<file path="src/rtl/fetch_queue.sv">
// -----------------------------------------------------------------------------
// fetch_queue
//   Instruction fetch queue between the IF and ID stages. It buffers
//   {pc, inst} pairs from IF so that ICache stalls and ID back-pressure do not
//   stall each other. A branch redirect from EX (flush) discards every entry.
//
// Parameters
//   DEPTH      number of entries (power of two, >= 2)
//
// Ports
//   clk        clock, rising edge
//   rst        asynchronous, active-high reset
//   in_valid   IF presents a fetched instruction
//   in_pc      PC of the fetched instruction
//   in_inst    fetched instruction word
//   in_ready   queue can accept an entry (not full)
//   flush      branch redirect; empties the queue at the next edge
//   out_valid  head entry valid for ID
//   out_pc     head entry PC (zero when !out_valid)
//   out_inst   head entry instruction (zero when !out_valid)
//   out_ready  ID consumes the head entry this cycle
//   count      number of stored entries
//
// Build option
//   FETCH_QUEUE_BYPASS_EN  when defined, an instruction arriving at an empty
//                          queue is presented to ID in the same cycle, and is
//                          not stored if ID takes it in that cycle.
// -----------------------------------------------------------------------------
module fetch_queue #(
    parameter int unsigned DEPTH = 4
) (
    input  logic                     clk,
    input  logic                     rst,
    input  logic                     in_valid,
    input  logic [31:0]              in_pc,
    input  logic [31:0]              in_inst,
    output logic                     in_ready,
    input  logic                     flush,
    output logic                     out_valid,
    output logic [31:0]              out_pc,
    output logic [31:0]              out_inst,
    input  logic                     out_ready,
    output logic [$clog2(DEPTH):0]   count
);

    localparam int unsigned AW       = $clog2(DEPTH);
    localparam logic [AW:0] FULL_CNT = (AW + 1)'(DEPTH);

    typedef struct packed {
        logic [31:0] pc;
        logic [31:0] inst;
    } entry_t;

    entry_t          mem_q [DEPTH];
    entry_t          mem_d [DEPTH];
    logic [AW-1:0]   wr_ptr_q, wr_ptr_d;
    logic [AW-1:0]   rd_ptr_q, rd_ptr_d;
    logic [AW:0]     count_q,  count_d;

    logic            empty;
    logic            full;
    logic            bypass_avail;
    logic            bypass_take;
    logic            push;
    logic            pop;
    logic            wr_en;
    logic            rd_en;

    // Handshake and output datapath
    always_comb begin
        empty    = (count_q == '0);
        full     = (count_q == FULL_CNT);
        // in_ready depends on the stored count only; a pop in a full cycle
        // does not open a slot for a push in that same cycle.
        in_ready = !full;

`ifdef FETCH_QUEUE_BYPASS_EN
        bypass_avail = empty && in_valid && !flush;
`else
        bypass_avail = 1'b0;
`endif

        out_valid = !empty || bypass_avail;
        if (!empty) begin
            out_pc   = mem_q[rd_ptr_q].pc;
            out_inst = mem_q[rd_ptr_q].inst;
        end else if (bypass_avail) begin
            out_pc   = in_pc;
            out_inst = in_inst;
        end else begin
            out_pc   = '0;
            out_inst = '0;
        end

        push = in_valid  && in_ready  && !flush;
        pop  = out_valid && out_ready && !flush;

        // A bypassed entry taken by ID in the same cycle never touches
        // storage: neither pointer moves and count stays at zero.
        bypass_take = bypass_avail && out_ready;
        wr_en       = push && !bypass_take;
        rd_en       = pop  && !bypass_take;
    end

    // Next-state for pointers, count and storage
    always_comb begin
        wr_ptr_d = wr_ptr_q;
        rd_ptr_d = rd_ptr_q;
        count_d  = count_q;
        mem_d    = mem_q;

        if (flush) begin
            wr_ptr_d = '0;
            rd_ptr_d = '0;
            count_d  = '0;
        end else begin
            if (wr_en) begin
                mem_d[wr_ptr_q] = '{pc: in_pc, inst: in_inst};
                // DEPTH is a power of two, so AW-bit wrap is DEPTH-1 -> 0.
                wr_ptr_d = wr_ptr_q + 1'b1;
            end
            if (rd_en) begin
                rd_ptr_d = rd_ptr_q + 1'b1;
            end
            unique case ({wr_en, rd_en})
                2'b10:   count_d = count_q + 1'b1;
                2'b01:   count_d = count_q - 1'b1;
                default: count_d = count_q;
            endcase
        end
    end

    always_ff @(posedge clk or posedge rst) begin
        if (rst) begin
            wr_ptr_q <= '0;
            rd_ptr_q <= '0;
            count_q  <= '0;
        end else begin
            wr_ptr_q <= wr_ptr_d;
            rd_ptr_q <= rd_ptr_d;
            count_q  <= count_d;
        end
    end

    // Storage contents are don't-care after reset; no reset needed.
    always_ff @(posedge clk) begin
        mem_q <= mem_d;
    end

    assign count = count_q;

`ifndef SYNTHESIS
    always_ff @(posedge clk) begin
        if (!rst) begin
            assert (!(wr_en && full))
                else $error("fetch_queue: push while full");
            assert (!(rd_en && empty))
                else $error("fetch_queue: pop while empty");
        end
    end
`endif

endmodule

</file>
<file path="config.mk">
export PLATFORM = sky130hd
export DESIGN_NAME = fetch_queue
export DESIGN_NICKNAME = d
export VERILOG_FILES = /design/src/rtl/fetch_queue.sv
export SDC_FILE = /design/constraint.sdc
export NUM_CORES = 1
export LEC_CHECK = 0
export CELL_PAD_IN_SITES_DETAIL_PLACEMENT = 2
export CELL_PAD_IN_SITES_GLOBAL_PLACEMENT = 2
export CORE_ASPECT_RATIO = 0.5
export CORE_MARGIN = 2
export CORE_UTILIZATION = 47
export CTS_BUF_LIST = sky130_fd_sc_hd__clkbuf_8
export CTS_CLUSTER_DIAMETER = 150
export CTS_CLUSTER_SIZE = 10
export DETAILED_ROUTE_END_ITERATION = 10
export PLACE_DENSITY_LB_ADDON = 0.1
export SYNTH_ARGS = -nofsm -noshare
export SYNTH_HDL_FRONTEND = slang
export SYNTH_SLANG_ARGS = --single-unit
</file>
<file path="constraint.sdc">
create_clock -name clk -period 8.5 [get_ports clk]
set_input_delay 1.275 -clock clk [delete_from_list [all_inputs] [get_ports clk]]
set_output_delay 1.275 -clock clk [all_outputs]
set_load 0.1 [all_outputs]
</file>
==> impl_results.md <==
* Clock buffer depth at 3
* Num CTS Buffers at 30
* Ys Warns at 0
* Endpoint type of the worst setup path: primary output
* Hold Path Stages at 2
* Post-cts sizing count at 0
* Post-Syn Area at 10230 µm²
* Post-route DRC at 0
* Fmax achieved at 191.0 MHz
* CP Buf/Inv Count at 2
* Global-route wire length before repair at 37.65 mm
* Seq cells post-synth at 263
* # IOs at 138
* Cell Rows at 38
* WL per Instance at 27.36 µm
* Fin area at 12340 µm²
* Overflow after GRT at 0
* Pin count of the biggest net entering global routing at 66
* Slowest-stage cell, CP: clkdlybuf4s50_1
* Number of flops mapped to enable cells by yosys at 256
* Area Growth Syn to Fin at 20.63%
* Cell Area, Placed at 11860 µm²
* Routed WL at 25.44 mm
* Antenna-violating nets left at 0
* Sum Neg Setup Slack at 0 ns
* Die H at 108.3 µm
* Req. time, crit path at 7.22 ns
* Sw power at 1.280 mW
* Pint at 2.102 mW
* Vias per inst at 5.429
* CP Launch Type: register
* CP Data Arrival Time at 3.96 ns
* Hold Crit Class: reg2reg
* Setup Viol. Count Final at 0
* Mean Syn Cell Area at 21.63 µm²
* Initial antenna violation count at 1
* Post-Place Worst Slack at 3.805 ns
* Hold-fix buffers, CTS at 0
* Synth Instances at 473
* Worst skew pair latency at 0.58 ns
* Die area at 23040 µm²
* Placed wire-length estimate at 15.27 mm
* Critical R2R Capture: mem_q[246]$_DFFE_PP_
* Clock Sinks at 263
* Max_slew headroom at 30.63%
* Max Cap Viol at 0
* Yosys cell types at 36
* Combinational share of power at 32.7%
* Detailed Routing Iterations Pass 1 at 6
* Core ar. at 21490 µm²
* Final nets at 691
* Initial Utilization at 47.61%
* Post-CTS Setup Bufs at 0
* CP top delay family: buffers and inverters
* Period utilization at 61.61%
* CTS tree: done
* Number of global-route vias before repair at 5688
* Syn nets at 547
* Worst-Margin Slew at 1.041 ns
* Routed vias at 5049
* Register share of total power at 44.5%
* Worst ir drop on vdd at 193.6 µV
* Final hold viol count at 0
* CP peak stage delay at 0.98 ns
* Outcome: completed
* CTS Root Cell: clkbuf_8
* Placer Congestion at 0.6753
* Post-synth ARST share at 2.662%
* Pwr Density at 274.1 nW/µm²
* Crit path time final at 5.237 ns
* DR iter-0 viols at 416
* Total GRT Usage at 22.97%
* Hold Slack at 0.6382 ns
* Layout cells sized above 1 at 17.01%
* Setup Skew at 0.01495 ns
* Critical path class: reg2out
* Max-slew violation count at 0
* Top_reg_cell synth: edfxtp_1
* Net Sw Frac at 37.85%
* Clk pwr share at 22.8%
* R2r setup slk at 5.83 ns
* CP cell instances: buf_4, mux4_2, and2_1, clkdlybuf4s50_1
* Die width at 212.7 µm
* Min-delay src: wr_ptr_q[1]$_DFFE_PP0P_
* IO buf count at 137
* LEAKAGE at 3.884 nW
* Sequential-to-total area share from yosys stat at 76.85%
* Final WS setup at 3.263 ns
* Worst-path maximum fanout at 49
* Hold EP: wr_ptr_q[1]$_DFFE_PP0P_
* RSZ-0062 raised after global routing: no
* Clock transition at path regs at 0.08 ns
* H-tree levels at 1
* R2r worst-path depth at 3
* FF-to-FF Start: count[1]$_DFFE_PP0P_
state kept, by name, summed over array words and instances (netlist names):
name	cells
rd_ptr_q	2
mem_q	256
wr_ptr_q	2
count	3
power groups by stage:
stage	registers, mW	clock network, mW	logic, mW
floorplan	1.52	0	0.843
global placement	1.53	0	1.09
detailed placement	1.54	0	1.11
CTS	1.51	0.794	1.12
global route	1.51	0.839	1.15
finish	1.51	0.771	1.10
kinds of logic (layout without fill, tap and decap cells):
family | count (synthesis) | in the layout | share of synthesized area (%)
buffers and inverters | 33 | 189 | 1.712
other | 0 | 1 | 0
and+or+nand+nor | 86 | 86 | 5.100
muxes | 65 | 65 | 14.20
DFF | 263 | 263 | 76.85
xor gates and xnor gates | 3 | 3 | 0.2569
AOI/OAI and AO/OA | 18 | 18 | 1.199
adders and majority gates | 5 | 5 | 0.6849
worst reg2reg max path, cell delays in order (launching register included):
cell and delay [ns]:
dfrtp_1 0.66, nor3b_1 0.18, nor3_1 0.47, and2_4 0.93
worst max path at each step:
stage | start | to | slack (ns) | depth (start not counted)
final | rd_ptr_q[0]$_DFFE_PP0P_ | out_pc[31] | 3.26 | 4
after global routing | rd_ptr_q[0]$_DFFE_PP0P_ | out_pc[31] | 2.98 | 4
after CTS | rd_ptr_q[0]$_DFFE_PP0P_ | out_pc[31] | 3.15 | 4
after detailed placement | rd_ptr_q[0]$_DFFE_PP0P_ | out_pc[17] | 3.81 | 4
after global placement | rd_ptr_q[0]$_DFFE_PP0P_ | out_pc[17] | 3.82 | 4
after floorplan | count[2]$_DFFE_PP0P_ | out_inst[15] | 4.04 | 4
metrics by stage:
stage / cells / util [%] / total power, mW
6_report: 930 / 57.43 / 3.383
5_1_grt: 930 / 57.43 / 3.496
4_1_cts: 929 / 57.42 / 3.419
3_5_place_dp: 885 / 55.18 / 2.647
3_3_place_gp: 885 / 55.18 / 2.620
2_1_floorplan: 473 / - / 2.364
routing by layer:
| layer | routed length, µm | vias up | GRT usage (%) |
|---|---|---|---|
| li1 | - | 2185 | - |
| met1 | 10750 | 2696 | 30.30 |
| met2 | 13210 | 131 | 40.45 |
| met3 | 1013 | 37 | 3.950 |
| met4 | 469 | 0 | 5.445 |
| met5 | 0 | - | 0 |
final cells by class:
type,instances,area [µm²]
clock inverter,13,53.80
inverter,6,22.52
fill,1801,9149
tap,300,375.4
timing repair buffer,139,1386
clock buffer,31,426.7
sequential,263,7870
multi-input combinational,177,2205
antenna,1,2.502
synthesized netlist by cell type (2+ instances only):
cell      count  area [µm²]
mux4_2       64        1441
xor2_1        2       17.52
nor2_1        4       15.01
buf_2        10       50.05
a21oi_1       5       25.02
nor3_1        2       10.01
nand2_1       3       11.26
dfrtp_1       7       175.2
nand3_1       3       15.01
edfxtp_1    256        7687
o21ai_0       3       15.01
buf_6         5       56.30
buf_1         2       7.510
ha_1          4       50.05
and2_1       68       425.4
clkbuf_1      9       33.78
nand2b_1      2       12.51
inv_1         6       22.52
cells in the final DEF (no fill, tap or decap), types with 2 or more instances in the layout:
cell type | netlist | routed
buf_4 | 0 | 2
clkdlybuf4s50_1 | 0 | 137
and2_4 | 0 | 4
dfrtp_4 | 0 | 2
clkbuf_8 | 0 | 31
o21ai_0 | 3 | 3
ha_1 | 4 | 4
mux4_2 | 64 | 64
a21oi_1 | 5 | 5
dfrtp_1 | 7 | 5
and2_1 | 68 | 64
nor3_1 | 2 | 2
inv_1 | 6 | 18
nor2_1 | 4 | 4
nand2b_1 | 2 | 2
nand3_1 | 3 | 3
xor2_1 | 2 | 2
edfxtp_1 | 256 | 256
nand2_1 | 3 | 3
Power figures use the tool's default switching activity.
